===== config.mk =====
export PLATFORM = sky130hd
export DESIGN_NAME = mux_scan_sel_flat
export DESIGN_NICKNAME = d
export VERILOG_FILES = /design/src/rtl/mux_scan_sel_if.sv /design/src/rtl/mux_scan_sel.sv /design/src/flat_wrapper.sv
export SDC_FILE = /design/constraint.sdc
export NUM_CORES = 1
export LEC_CHECK = 0
export ABC_AREA = 0
export BUFFER_PORTS_ARGS = -buffer_cell sky130_fd_sc_hd__buf_2
export CELL_PAD_IN_SITES_DETAIL_PLACEMENT = 0
export CELL_PAD_IN_SITES_GLOBAL_PLACEMENT = 1
export CORE_MARGIN = 5
export CORE_UTILIZATION = 29
export DETAILED_ROUTE_END_ITERATION = 12
export HOLD_SLACK_MARGIN = 0.12
export PLACE_DENSITY = 0.86
export SYNTH_ARGS = -nofsm -noshare
export SYNTH_HDL_FRONTEND = slang
export SYNTH_SLANG_ARGS = --single-unit

===== constraint.sdc =====
create_clock -name clk -period 3.3 [get_ports clk]
set_clock_uncertainty 0.1 [all_clocks]
set_input_delay 0.33 -clock clk [delete_from_list [all_inputs] [get_ports clk]]
set_output_delay 0.33 -clock clk [all_outputs]
set_load 0.01 [all_outputs]

===== src/rtl/mux_scan_sel_if.sv =====
// Bus bundle for mux_scan_sel: packed input channels, start controls and the
// valid/ready output word. chan_mask exists only when CHANNELS_MASK_EN is defined.
interface mux_scan_sel_if #(
  parameter int WIDTH    = 8,
  parameter int CHANNELS = 8
);
  localparam int SEL_W = (CHANNELS > 2) ? $clog2(CHANNELS) : 1;

  logic [CHANNELS*WIDTH-1:0] in_data;
  logic [SEL_W-1:0]          sel;
  logic                      mode;
  logic                      start;
`ifdef CHANNELS_MASK_EN
  logic [CHANNELS-1:0]       chan_mask;
`endif
  logic [WIDTH-1:0]          out_data;
  logic [SEL_W-1:0]          out_chan;
  logic                      out_valid;
  logic                      out_ready;
  logic                      busy;

  modport slave (
    input  in_data, sel, mode, start, out_ready,
`ifdef CHANNELS_MASK_EN
    input  chan_mask,
`endif
    output out_data, out_chan, out_valid, busy
  );

  modport master (
    output in_data, sel, mode, start, out_ready,
`ifdef CHANNELS_MASK_EN
    output chan_mask,
`endif
    input  out_data, out_chan, out_valid, busy
  );
endinterface


===== src/rtl/mux_scan_sel.sv =====
// Channel selector that presents one channel (manual) or walks all eligible
// channels in ascending order (scan) over a valid/ready output. Optional macro: CHANNELS_MASK_EN.
module mux_scan_sel #(
  parameter int WIDTH    = 8,
  parameter int CHANNELS = 8
) (
  input  logic          clk,
  input  logic          rst_n,
  mux_scan_sel_if.slave bus
);
  localparam int SEL_W = (CHANNELS > 2) ? $clog2(CHANNELS) : 1;

  typedef enum logic {IDLE, PRESENT} state_t;

  state_t              state_q, state_d;
  logic [WIDTH-1:0]    data_q;
  logic [SEL_W-1:0]    chan_q;
  logic                scan_q, scan_d;

  logic [CHANNELS-1:0] start_mask;  // eligibility captured at a scan start
  logic [CHANNELS-1:0] cur_mask;    // eligibility for the scan in progress
  logic                load;
  logic [SEL_W-1:0]    load_idx;
  logic [WIDTH-1:0]    load_data;
  logic [SEL_W-1:0]    first_idx, next_idx;
  logic                has_next;

`ifdef CHANNELS_MASK_EN
  logic [CHANNELS-1:0] mask_q, mask_d;
  assign start_mask = bus.chan_mask;
  assign cur_mask   = mask_q;
`else
  assign start_mask = '1;
  assign cur_mask   = '1;
`endif

  // Downward loops let the lowest qualifying index win.
  always_comb begin
    first_idx = '0;
    next_idx  = '0;
    has_next  = 1'b0;
    for (int i = CHANNELS - 1; i >= 0; i--) begin
      if (start_mask[i]) first_idx = SEL_W'(i);
      if (cur_mask[i] && (i > int'(chan_q))) begin
        next_idx = SEL_W'(i);
        has_next = 1'b1;
      end
    end
  end

  // Indices at or above CHANNELS match no channel and yield zero data.
  always_comb begin
    load_data = '0;
    for (int i = 0; i < CHANNELS; i++) begin
      if (int'(load_idx) == i) load_data = bus.in_data[i*WIDTH +: WIDTH];
    end
  end

  // NOTE: every signal gets a default before the case so no path leaves one
  // unassigned; a missing default here would infer a latch.
  always_comb begin
    state_d  = state_q;
    scan_d   = scan_q;
    load     = 1'b0;
    load_idx = '0;
`ifdef CHANNELS_MASK_EN
    mask_d   = mask_q;
`endif
    unique case (state_q)
      IDLE: begin
        if (bus.start) begin
          if (!bus.mode) begin
            load     = 1'b1;
            load_idx = bus.sel;
            scan_d   = 1'b0;
            state_d  = PRESENT;
          end else if (|start_mask) begin
            load     = 1'b1;
            load_idx = first_idx;
            scan_d   = 1'b1;
            state_d  = PRESENT;
`ifdef CHANNELS_MASK_EN
            mask_d   = start_mask;
`endif
          end
        end
      end
      PRESENT: begin
        if (bus.out_ready) begin
          if (scan_q && has_next) begin
            load     = 1'b1;
            load_idx = next_idx;
          end else begin
            state_d = IDLE;
          end
        end
      end
      default: state_d = IDLE;
    endcase
  end

  // NOTE: sequential state uses non-blocking assignments so every register
  // samples pre-edge values; the output word is reset too because it is
  // observable as zero straight after reset.
  always_ff @(posedge clk) begin
    if (!rst_n) begin
      state_q <= IDLE;
      data_q  <= '0;
      chan_q  <= '0;
      scan_q  <= 1'b0;
`ifdef CHANNELS_MASK_EN
      mask_q  <= '0;
`endif
    end else begin
      state_q <= state_d;
      scan_q  <= scan_d;
`ifdef CHANNELS_MASK_EN
      mask_q  <= mask_d;
`endif
      if (load) begin
        data_q <= load_data;
        chan_q <= load_idx;
      end
    end
  end

  assign bus.out_data  = data_q;
  assign bus.out_chan  = chan_q;
  assign bus.out_valid = (state_q == PRESENT);
  assign bus.busy      = (state_q == PRESENT);
endmodule


===== src/flat_wrapper.sv =====
// flat-port wrapper written by rule: the top's interface ports become plain ports
module mux_scan_sel_flat 
#(
  parameter int WIDTH    = 8,
  parameter int CHANNELS = 8
)
  (clk, rst_n, bus_in_data, bus_sel, bus_mode, bus_start, bus_out_ready, bus_out_data, bus_out_chan, bus_out_valid, bus_busy);
  mux_scan_sel_if #(.WIDTH(WIDTH), .CHANNELS(CHANNELS)) bus_i ();
  input  logic clk;
  input  logic rst_n;
  input wire logic [$bits(bus_i.in_data)-1:0] bus_in_data;
  input wire logic [$bits(bus_i.sel)-1:0] bus_sel;
  input wire logic [$bits(bus_i.mode)-1:0] bus_mode;
  input wire logic [$bits(bus_i.start)-1:0] bus_start;
  input wire logic [$bits(bus_i.out_ready)-1:0] bus_out_ready;
  output wire logic [$bits(bus_i.out_data)-1:0] bus_out_data;
  output wire logic [$bits(bus_i.out_chan)-1:0] bus_out_chan;
  output wire logic [$bits(bus_i.out_valid)-1:0] bus_out_valid;
  output wire logic [$bits(bus_i.busy)-1:0] bus_busy;
  assign bus_i.in_data = bus_in_data;
  assign bus_i.sel = bus_sel;
  assign bus_i.mode = bus_mode;
  assign bus_i.start = bus_start;
  assign bus_i.out_ready = bus_out_ready;
  assign bus_out_data = bus_i.out_data;
  assign bus_out_chan = bus_i.out_chan;
  assign bus_out_valid = bus_i.out_valid;
  assign bus_busy = bus_i.busy;
  mux_scan_sel #(.WIDTH(WIDTH), .CHANNELS(CHANNELS)) u_core (.clk(clk), .rst_n(rst_n), .bus(bus_i));
endmodule

# Word level (Yosys, flattened, before mapping)
# Index checks and enable logic that the tools add are counted.
[word_totals]
register_bits = 13
word_cells = 56
[classes]
reduce_logical = 3
n_mux = 34
n_lt_le_gt_ge = 7
bitwise = 1
n_eq_ne = 7
[op_table]
columns = ["cell", "n"]
rows = [
  ["two-way mux 8 bit", 8],
  ["two-way mux 3 bit", 11],
  ["== test 3 bit, second input constant", 4],
  ["greater-than comparator 3 bit, first input constant", 4],
  ["two-way mux 1 bit", 12],
  ["== test 3 x 2 -> 1 bit, second input constant", 2],
  ["greater-than comparator 2 x 3 -> 1 bit, first input constant", 2],
  ["case mux 3 bit (2 select lines)", 1],
  ["case mux 1 bit (2 select lines)", 2],
  ["== test 3 x 1 -> 1 bit, second input constant", 1],
  ["greater-than comparator 1 x 3 -> 1 bit, first input constant", 1],
  ["zero test 3 bit", 1],
  ["AND reduction 2 bit", 1],
  ["logical AND 1 bit", 1],
  ["NOT 1 bit", 1],
]

# Logic depth before layout (Yosys ltp)
# Gate-level depths: netlist of run 1.
[logic_depth]
word_depth = 21
ltp_mapped = 12

# Least setup slack after synthesis of run 1
# No wires, ideal clock.
[synth_path]
kind = "register -> register"
startpoint = "register u_core.chan_q[0] (netlist: u_core.bus.out_chan[0])"
endpoint = "register u_core.data_q[1] (netlist: u_core.bus.out_data[1])"
path_stages_with_launch = 9
t_arrival_ns = 2.390
setup_time_ns = 0.119
required_time_ns = 3.081
n_path_buf = 0
setup_slack_ns = 0.691
path_cell_list = "dfxtp_1 > inv_1 > ha_1 > maj3_2 > a21o_1 > o31ai_4 > mux4_2 > a21oi_1 > a21oi_1"
[synth_via]
elab_chain_cells = 21
elab_cells_between_ends = 44
[synth_lines]
columns = ["element", "line", "source"]
rows = [
  ["start: declaration", "mux_scan_sel.sv:17", "logic [SEL_W-1:0] chan_q;"],
  ["start signal: assignment", "mux_scan_sel.sv:122", "chan_q <= load_idx;"],
  ["greater-than comparator 3 bit", "mux_scan_sel.sv:44", "if (cur_mask[i] && (i > int'(chan_q))) begin"],
  ["two-way mux 1 bit (7 in series)", "mux_scan_sel.sv:44", ""],
  ["logical AND 1 bit", "mux_scan_sel.sv:90", "if (scan_q && has_next) begin"],
  ["two-way mux 3 bit", "mux_scan_sel.sv:90", ""],
  ["two-way mux 3 bit", "mux_scan_sel.sv:89", "if (bus.out_ready) begin"],
  ["case mux 3 bit (2 select lines)", "mux_scan_sel.sv:69", "unique case (state_q)"],
  ["zero test 3 bit", "mux_scan_sel.sv:55", "if (int'(load_idx) == i) load_data = bus.in_data[i*WIDTH +: WIDTH];"],
  ["two-way mux 8 bit (8 in series)", "mux_scan_sel.sv:55", ""],
  ["end signal: assignment", "mux_scan_sel.sv:121", "data_q <= load_data;"],
  ["end: declaration", "mux_scan_sel.sv:16", "logic [WIDTH-1:0] data_q;"],
]
# Parallel ways exist; a longest one is shown, timed or not.
# A chain may end at the register's enable or synchronous reset.

# Worst setup path after layout of run 1
[layout_path]
startpoint = "register u_core.chan_q[1] (netlist: u_core.bus.out_chan[1])"
endpoint = "register u_core.data_q[2] (netlist: u_core.bus.out_data[2])"
# The elaborated chain is that of the path after synthesis.

==> results of run 1 <==
## cell type report
| type | instances | area (sq um) |
|---|---|---|
| timing repair buffer | 90 | 465 |
| fill | 457 | 2590 |
| sequential | 13 | 260 |
| inverter | 2 | 7.51 |
| multi-input combinational | 138 | 952 |
| tap | 52 | 65.1 |
| clock buffer | 4 | 45.0 |
## critical path, cell delays in order (launching register included)
cell and delay, ns:
dfxtp_1 0.53, ha_1 0.26, maj3_2 0.22, a21o_1 0.38
o31ai_4 0.18, buf_4 0.21, o21ai_1 0.12, a21oi_1 0.07
a2111oi_0 0.64, o32ai_1 0.19
## metal layers
layer	track usage, %	vias to the layer above	routed length (microns)	part of all wire, %
li1	-	808	-	-
met1	21.0	724	2230	46
met2	23.6	65	2210	45
met3	3.75	6	368	7.5
met4	5.15	0	68	1.4
met5	0	-	0	0
## layout by cell type, fill, tap and decap left out, drive strengths merged, types with 2 or more instances in the layout
master   instances
buf             90
a21o             2
clkbuf           4
nor2b            5
o31ai            6
o211ai           7
nand4            2
nor2             3
o21a             4
dfxtp           13
inv              2
a221oi           2
a21oi           19
o21ai           19
a31oi            4
mux2i            7
o32ai            5
nand3            7
ha               3
a2111oi          5
and2             3
nand2           19
nand2b           2
## sequential cells by signal, indices dropped and copies added, names as in the netlist
name	count
u_core.scan_q	1
u_core.bus.out_data	8
u_core.bus.busy	1
u_core.bus.out_chan	3
## cells by family after synthesis
group / Yosys count / share of synthesized area (%)
compound gates: 79 / 41.6
simple gates: 46 / 19.3
buf+inv: 15 / 7.72
flops: 13 / 19.8
mux: 9 / 7.91
fa+ha+maj: 4 / 3.72
## what timing repair did
action,CTS,global route
buffers inserted,0,0
setup endpoints to repair,0,1
endpoints found under the hold margin,0,0
resized for setup,0,1
## how the worst max path moves through the flow
stage,from,endpoint,slack [ns],depth (start not counted)
after global placement,u_core.bus.out_chan[1]$_SDFFE_PN0P_,u_core.bus.out_data[2]$_SDFFE_PN0P_,0.30,9
final,u_core.bus.out_chan[1]$_SDFFE_PN0P_,u_core.bus.out_data[2]$_SDFFE_PN0P_,0.25,9
after CTS,u_core.bus.out_chan[0]$_SDFFE_PN0P_,u_core.bus.out_data[4]$_SDFFE_PN0P_,0.19,10
after floorplan,u_core.bus.out_chan[0]$_SDFFE_PN0P_,u_core.bus.out_data[1]$_SDFFE_PN0P_,0.69,8
after detailed placement,u_core.bus.out_chan[0]$_SDFFE_PN0P_,u_core.bus.out_data[4]$_SDFFE_PN0P_,0.21,10
after global routing,u_core.bus.out_chan[0]$_SDFFE_PN0P_,u_core.bus.out_data[4]$_SDFFE_PN0P_,0.01,9
## per-stage QoR
stage / utilization [%] / total power, W / cells / instance area [sq um]
after detailed placement: 39.9 / 0.000353 / 295 / 1750
final: 41.0 / 0.000495 / 299 / 1800
after CTS: 40.9 / 0.000501 / 299 / 1790
after global placement: 39.9 / 0.000354 / 295 / 1750
after global routing: 41.0 / 0.000528 / 299 / 1800
after floorplan: - / 0.000276 / 166 / 1310
## power by group
group / switching, W / internal, W
combinational: 0.0000885 / 0.0000819
sequential: 0.0000106 / 0.000170
clock: 0.0000580 / 0.0000853
total: 0.000157 / 0.000337
==> impl_metrics.tcl, run 1 <==
set metrics [dict create \
    synthCells 166 \
    rr_endpoint "u_core.bus.out_data[2]$_SDFFE_PN0P_" \
    yosysWarnings 0 \
    grt.overflow.total 0 \
    drt_pass1_iterations 5 \
    hp-class "input pin to flip-flop" \
    r2r_start "u_core.bus.out_chan[1]$_SDFFE_PN0P_" \
    finalWirelength_mm 4.88 \
    synth_nets 241 \
    synth_top_area_cell "dfxtp_1" \
    cp.required_ns 3.30 \
    arrival_ns 3.06 \
    cts.sinks 13 \
    tightest_slew_ns 0.770 \
    setup_viol 0 \
    cts_buffer_depth 2 \
    drt.antenna.violating_nets 0 \
    via_per_inst 5.36 \
    syn_area_sq_um 1310 \
    place_ws_ns 0.212 \
    die-area_sq_um 5970 \
    dieHeight_microns 77.3 \
    ios 85 \
    fmax_ghz 0.327 \
    relSlewSlack_pct 48.6 \
    std_cell_rows 24 \
    rrSetupSlack_ns 0.25 \
    clk_latency_ns 0.24 \
    place_hpwl_mm 3.92 \
    synth_edf_count 0 \
    grt_pass1_wl_mm 7.56 \
    synth_commonest_cells "nand2_1 (18), a21oi_1 (17), dfxtp_1 (13)" \
    grt_usage_pct 15.4 \
    maxCapViolations 0 \
    place.gp.congestion 0.891 \
    tns_ns 0 \
    peakVddDrop_v 0.000105 \
    grt_max_degree 20 \
    ys_ff_latch 13 \
    async_reset_ff_share_pct 0 \
    clk_pin_slew_ns 0.06 \
    initial_core_util_pct 29.9 \
    hold-path-endpoint "u_core.bus.busy$_SDFF_PN0_" \
    h-tree-depth 1 \
    die_w_microns 77.3 \
    via_count 1603 \
    worst_setup_path_end_kind "flip-flop" \
    clockRootBuffer "clkbuf_8" \
    syn_area_per_cell_sq_um 7.91 \
    final-max-slew-violation-count 0 \
    area_growth_pct 36.8 \
    worst_hold_slack_ns 0.208 \
    drt-initial-drc-count 120 \
    diodes 0 \
    start_kind "flip-flop" \
    synthTopCellsByArea "dfxtp_1 (20%), a21oi_1 (6.5%), mux2i_1 (5.3%), nand2_1 (5.1%), o21ai_0 (4.6%)" \
    yosysTopAreaCellShare_pct 19.8 \
    leakage_nw 0.783 \
    numCtsBuffers 3 \
    hold_start "bus_out_ready" \
    antenna_found_initial 0 \
    p_per_area_nw_per_um2 276 \
    cts_tree "built" \
    grt_setup_unrepaired "false" \
    first_global_vias 1573 \
    crit_path_max_fanout 12 \
    synth_cell_types 47 \
    ys.flop_type "dfxtp_1" \
    layout.nets 323 \
    coreArea_sq_um 4380 \
    critical_path_class "flip-flop to flip-flop" \
    r2r_cells 9 \
    post_drt_wl_per_cell_microns 16.3 \
    drive_gt1_share_pct 42.5 \
    port-buffer-count 84 \
    hold_depth 2 \
    synth_most_common_cell "nand2_1" \
    hold_viol_final 0 \
    fin_crit_ns 3.05 \
    hold_buffers 0 \
    seq_area_frac_synth_pct 19.8 \
    min_period_over_period_pct 92.5 \
    layout_setup_ws_ns 0.246 \
    drt_drc_violations_left 0 \
    run_status "finished, final reports clean" \
]
No activity file was read; power rests on OpenSTA's default activity.
==> run 2: changes to the inputs <==
--- a/config.mk
+++ b/config.mk
@@ -14,6 +14,7 @@
 export DETAILED_ROUTE_END_ITERATION = 12
 export HOLD_SLACK_MARGIN = 0.12
 export PLACE_DENSITY = 0.86
+export RECOVER_POWER = 100
 export SYNTH_ARGS = -nofsm -noshare
 export SYNTH_HDL_FRONTEND = slang
 export SYNTH_SLANG_ARGS = --single-unit
==> run 2 against run 1 <==
Sequential power about the same. Final area decreased by 1.0%. Routed wire length fell by 0.37%. Clock power is essentially flat. First-iteration DRC count down 7.5%. Utilization is 0.43 points lower. Cell count unchanged. Critical path type unchanged. Largest power group unchanged.
==> impl_metrics.tcl, run 2 (synthesis gave the netlist of run 1 again) <==
set metrics [dict create \
    start_kind "flip-flop" \
    p_total_w 0.000493 \
    drt_drc_violations_left 0 \
    peakVddDrop_v 0.000104 \
    grt.overflow.total 0 \
    via_count 1613 \
    clockRootBuffer "clkbuf_8" \
    die-area_sq_um 5970 \
    clk_pin_slew_ns 0.06 \
    layout.nets 323 \
    tns_ns 0 \
    cts.sinks 13 \
    final_cell_mix "buf_2 (72), nand2_1 (18), a21oi_1 (17)" \
    diodes 0 \
    grt_usage_pct 15.4 \
    post_drt_wl_per_cell_microns 16.3 \
    cts_setup_buffers 0 \
    first_global_vias 1573 \
    grt_max_degree 20 \
    drive_gt1_share_pct 37.2 \
    std_cell_rows 24 \
    cp.required_ns 3.35 \
    maxCapViolations 0 \
    cts_buffer_depth 2 \
    numCtsBuffers 3 \
    coreArea_sq_um 4380 \
    hp-class "input pin to flip-flop" \
    h-tree-depth 1 \
    run_status "finished, final reports clean" \
    critPathMaxStageDelay_ns 0.46 \
    relSlewSlack_pct 47.5 \
    via_per_inst 5.39 \
    setup_viol 0 \
    initial_core_util_pct 29.9 \
    cts_tree "built" \
    worst_hold_slack_ns 0.205 \
    critical_path_class "flip-flop to flip-flop" \
    die_w_microns 77.3 \
    place_hpwl_mm 3.92 \
    arrival_ns 3.15 \
    final-max-slew-violation-count 0 \
    largest_reg_flops 8 \
    port-buffer-count 84 \
    antenna_found_initial 0 \
    p_per_area_nw_per_um2 278 \
    min_period_over_period_pct 93.9 \
    tightest_slew_ns 0.788 \
    dieHeight_microns 77.3 \
    worst_setup_path_end_kind "flip-flop" \
    area_growth_pct 35.4 \
    leakage_nw 0.733 \
    final_cells 299 \
    drt.antenna.violating_nets 0 \
    hold_viol_final 0 \
    fmax_ghz 0.323 \
    fin_crit_ns 3.10 \
    crit_family "compound AO/OA/AOI/OAI gates" \
    grt_setup_unrepaired "false" \
    dp_cells 295 \
    clk_latency_ns 0.25 \
    final_common_cell "buf_2" \
    finalWirelength_mm 4.86 \
    critPathBufInv 2 \
    dpl_cell_area_sq_um 1750 \
    crit_chain "inv_1, ha_1, maj3_2, a21o_1, o31ai_4, buf_2, o21ai_1, a21oi_1, a2111oi_0, o32ai_1" \
    drt_pass1_iterations 4 \
    place.gp.congestion 0.891 \
    crit_path_max_fanout 12 \
    critical-path-slowest-cell "o31ai_4" \
    finish.instance_area_sq_um 1780 \
    ios 85 \
    drt-initial-drc-count 111 \
    grt_pass1_wl_mm 7.56 \
]
run 2: changes by cell type in the layout (fill, tap and decap cells not counted), sizes merged:
cell and change:
buf -13, clkbuf +13
run 2: metrics by stage:
stage	utilization (%)	setup WS [ns]
6_report	40.5	0.201
5_1_grt	40.5	0.00803
4_1_cts	40.9	0.193
3_5_place_dp	39.9	0.212
3_3_place_gp	39.9	0.297
2_1_floorplan	-	0.691
run 2: timing repair:
item / CTS / global route
gates resized for setup: 0 / 1
hold buffers: 0 / 0
hold endpoints to repair: 0 / 0
endpoints found under the setup margin: 0 / 1
run 2: final timing paths:
path                                       startpoint                                   to  slack (ns)  depth (start not counted)
setup / recovery  u_core.bus.out_chan[0]$_SDFFE_PN0P_  u_core.bus.out_data[2]$_SDFFE_PN0P_        0.20                         10
hold / removal                          bus_out_ready           u_core.bus.busy$_SDFF_PN0_        0.21                          2
setup reg to reg  u_core.bus.out_chan[0]$_SDFFE_PN0P_  u_core.bus.out_data[2]$_SDFFE_PN0P_        0.20                         10
hold reg to reg            u_core.scan_q$_SDFFE_PN0P_           u_core.bus.busy$_SDFF_PN0_        0.41                          2
run 2: final cells by class:
class                   instances  area (sq um)
flip-flops and latches         13           260
multi-input cells             138           952
repair buffers                 90           447
well taps                      52          65.1
inverters                       2          7.51
fillers                       468          2610
clock buffers                   4          45.0
run 2: report_power, final:
part / switching (W) / internal [W] / leakage, nW
Sequential: 0.0000110 / 0.000170 / 0.107
Combinational: 0.0000883 / 0.0000780 / 0.603
Clock: 0.0000602 / 0.0000854 / 0.0228
run 2: layer usage:
| layer | wire length, microns | part of all wire [%] | global-route usage [%] |
|---|---|---|---|
| met5 | 0 | 0 | 0 |
| met4 | 88 | 1.8 | 5.15 |
| met3 | 436 | 9.0 | 3.75 |
| met2 | 2180 | 45 | 23.6 |
| met1 | 2160 | 44 | 21.0 |
==> run 3: changes to the inputs <==
--- a/config.mk
+++ b/config.mk
@@ -11,6 +11,7 @@
 export CELL_PAD_IN_SITES_GLOBAL_PLACEMENT = 1
 export CORE_MARGIN = 5
 export CORE_UTILIZATION = 29
+export CTS_BUF_LIST = sky130_fd_sc_hd__clkbuf_16
 export DETAILED_ROUTE_END_ITERATION = 12
 export HOLD_SLACK_MARGIN = 0.12
 export PLACE_DENSITY = 0.86
==> run 3 against run 2 <==
Final area up 2.0%. Sequential cell count unchanged. Largest power group is now clock. Routed wire length up 0.43%. Power up 17%. Sequential power about the same. Fmax up 1.4%.
==> impl_metrics.tcl, run 3 (synthesis gave the netlist of run 1 again) <==
set metrics [dict create \
    area_growth_pct 38.1 \
    hold_start "bus_out_ready" \
    die_w_microns 77.3 \
    drive_gt1_share_pct 37.2 \
    hold_buffers 0 \
    tightest_slew_ns 0.787 \
    fin_crit_ns 3.06 \
    final_cell_mix "buf_2 (71), nand2_1 (18), a21oi_1 (17)" \
    grt.overflow.total 0 \
    cts.sinks 13 \
    coreArea_sq_um 4380 \
    diodes 0 \
    final_cells 299 \
    std_cell_rows 24 \
    r2r_cells 9 \
    drt_drc_violations_left 0 \
    place_ws_ns 0.212 \
    relSlewSlack_pct 47.6 \
    worst_setup_path_end_kind "flip-flop" \
    h-tree-depth 1 \
    fmax_ghz 0.327 \
    crit_path_max_fanout 12 \
    arrival_ns 3.06 \
    layout_setup_ws_ns 0.245 \
    peakVddDrop_v 0.000143 \
    critical_path_class "flip-flop to flip-flop" \
    hp-class "input pin to flip-flop" \
    final-max-slew-violation-count 0 \
    clk_latency_ns 0.25 \
    cp.required_ns 3.30 \
    grt_pass1_wl_mm 7.62 \
    clk_pin_slew_ns 0.05 \
    clockRootBuffer "clkbuf_16" \
    tns_ns 0 \
    largest_reg_flops 8 \
    cts_tree "built" \
    p_per_area_nw_per_um2 319 \
    leakage_nw 0.752 \
    numCtsBuffers 3 \
    start_kind "flip-flop" \
    cp-startpoint "u_core.bus.out_chan[1]$_SDFFE_PN0P_" \
    drt.antenna.violating_nets 0 \
    die-area_sq_um 5970 \
    seqCellArea_sq_um 260 \
    via_count 1617 \
    r2r_start "u_core.bus.out_chan[1]$_SDFFE_PN0P_" \
    grt_max_degree 20 \
    first_global_vias 1585 \
    via_per_inst 5.41 \
    final_common_cell "buf_2" \
    multi_input_area_sq_um 952 \
    port-buffer-count 84 \
    drt_pass1_iterations 4 \
    grt_usage_pct 15.5 \
    run_status "finished, final reports clean" \
    finalWirelength_mm 4.88 \
    hold_viol_final 0 \
    maxCapViolations 0 \
    post_drt_wl_per_cell_microns 16.3 \
    dieHeight_microns 77.3 \
    place_hpwl_mm 3.92 \
    ios 85 \
    layout.nets 323 \
    initial_core_util_pct 29.9 \
    grt_setup_unrepaired "false" \
    place.gp.congestion 0.891 \
    cts_buffer_depth 2 \
    setup_viol 0 \
    antenna_found_initial 0 \
    dp_cells 295 \
    worst_hold_slack_ns 0.207 \
    fillers 462 \
    min_period_over_period_pct 92.6 \
    drt-initial-drc-count 122 \
    hold_depth 2 \
]
## run 3: cell types whose count changed in the layout (fill, tap and decap cells not counted), sizes merged
cell,delta
clkbuf,-1
inv,+1
## run 3: final cells by class
cell class / count / area share [%]
Sequential cell: 13 / 14.4
Clock inverter: 1 / 0.207
Multi-Input combinational cell: 138 / 52.5
Timing Repair Buffer: 90 / 24.8
Tap cell: 52 / 3.59
Clock buffer: 3 / 4.14
Inverter: 2 / 0.414
## run 3: what timing repair did
action | in CTS | in global routing
setup buffers | 0 | 0
resized for setup | 0 | 1
endpoints found under the setup margin | 0 | 1
## run 3: final timing paths
kind                                                            end  slack (ns)
worst min register to register           u_core.bus.busy$_SDFF_PN0_        0.40
worst min-delay path                     u_core.bus.busy$_SDFF_PN0_        0.21
worst max register to register  u_core.bus.out_data[2]$_SDFFE_PN0P_        0.24
worst max-delay path            u_core.bus.out_data[2]$_SDFFE_PN0P_        0.24
## run 3: critical path, cell delays in order, from the launching register on
cell and delay [ns]:
dfxtp_1 0.53, ha_1 0.26, maj3_2 0.22, a21o_1 0.38, o31ai_4 0.18, buf_4 0.21, o21ai_1 0.12, a21oi_1 0.07
a2111oi_0 0.63, o32ai_1 0.19
## run 3: stage by stage
step | power [W] | area [sq um] | util (%)
after global routing | 0.000608 | 1810 | 41.4
after detailed placement | 0.000353 | 1750 | 39.9
final | 0.000579 | 1810 | 41.4
after CTS | 0.000584 | 1830 | 41.7
after global placement | 0.000354 | 1750 | 39.9
after floorplan | 0.000276 | 1310 | -
## run 3: report_power, final
group	switching, W	total (W)	internal, W
registers	0.0000110	0.000182	0.000171
clock network	0.0000697	0.000230	0.000160
logic	0.0000887	0.000167	0.0000783
total	0.000169	0.000579	0.000409
## run 3: routing by layer
layer | vias up | part of all wire [%] | global-route usage (%)
met5 | - | 0 | 0
met4 | 0 | 1.8 | 5.15
met3 | 8 | 8.3 | 4.10
met2 | 82 | 45 | 24.0
met1 | 718 | 45 | 20.8
li1 | 809 | - | -
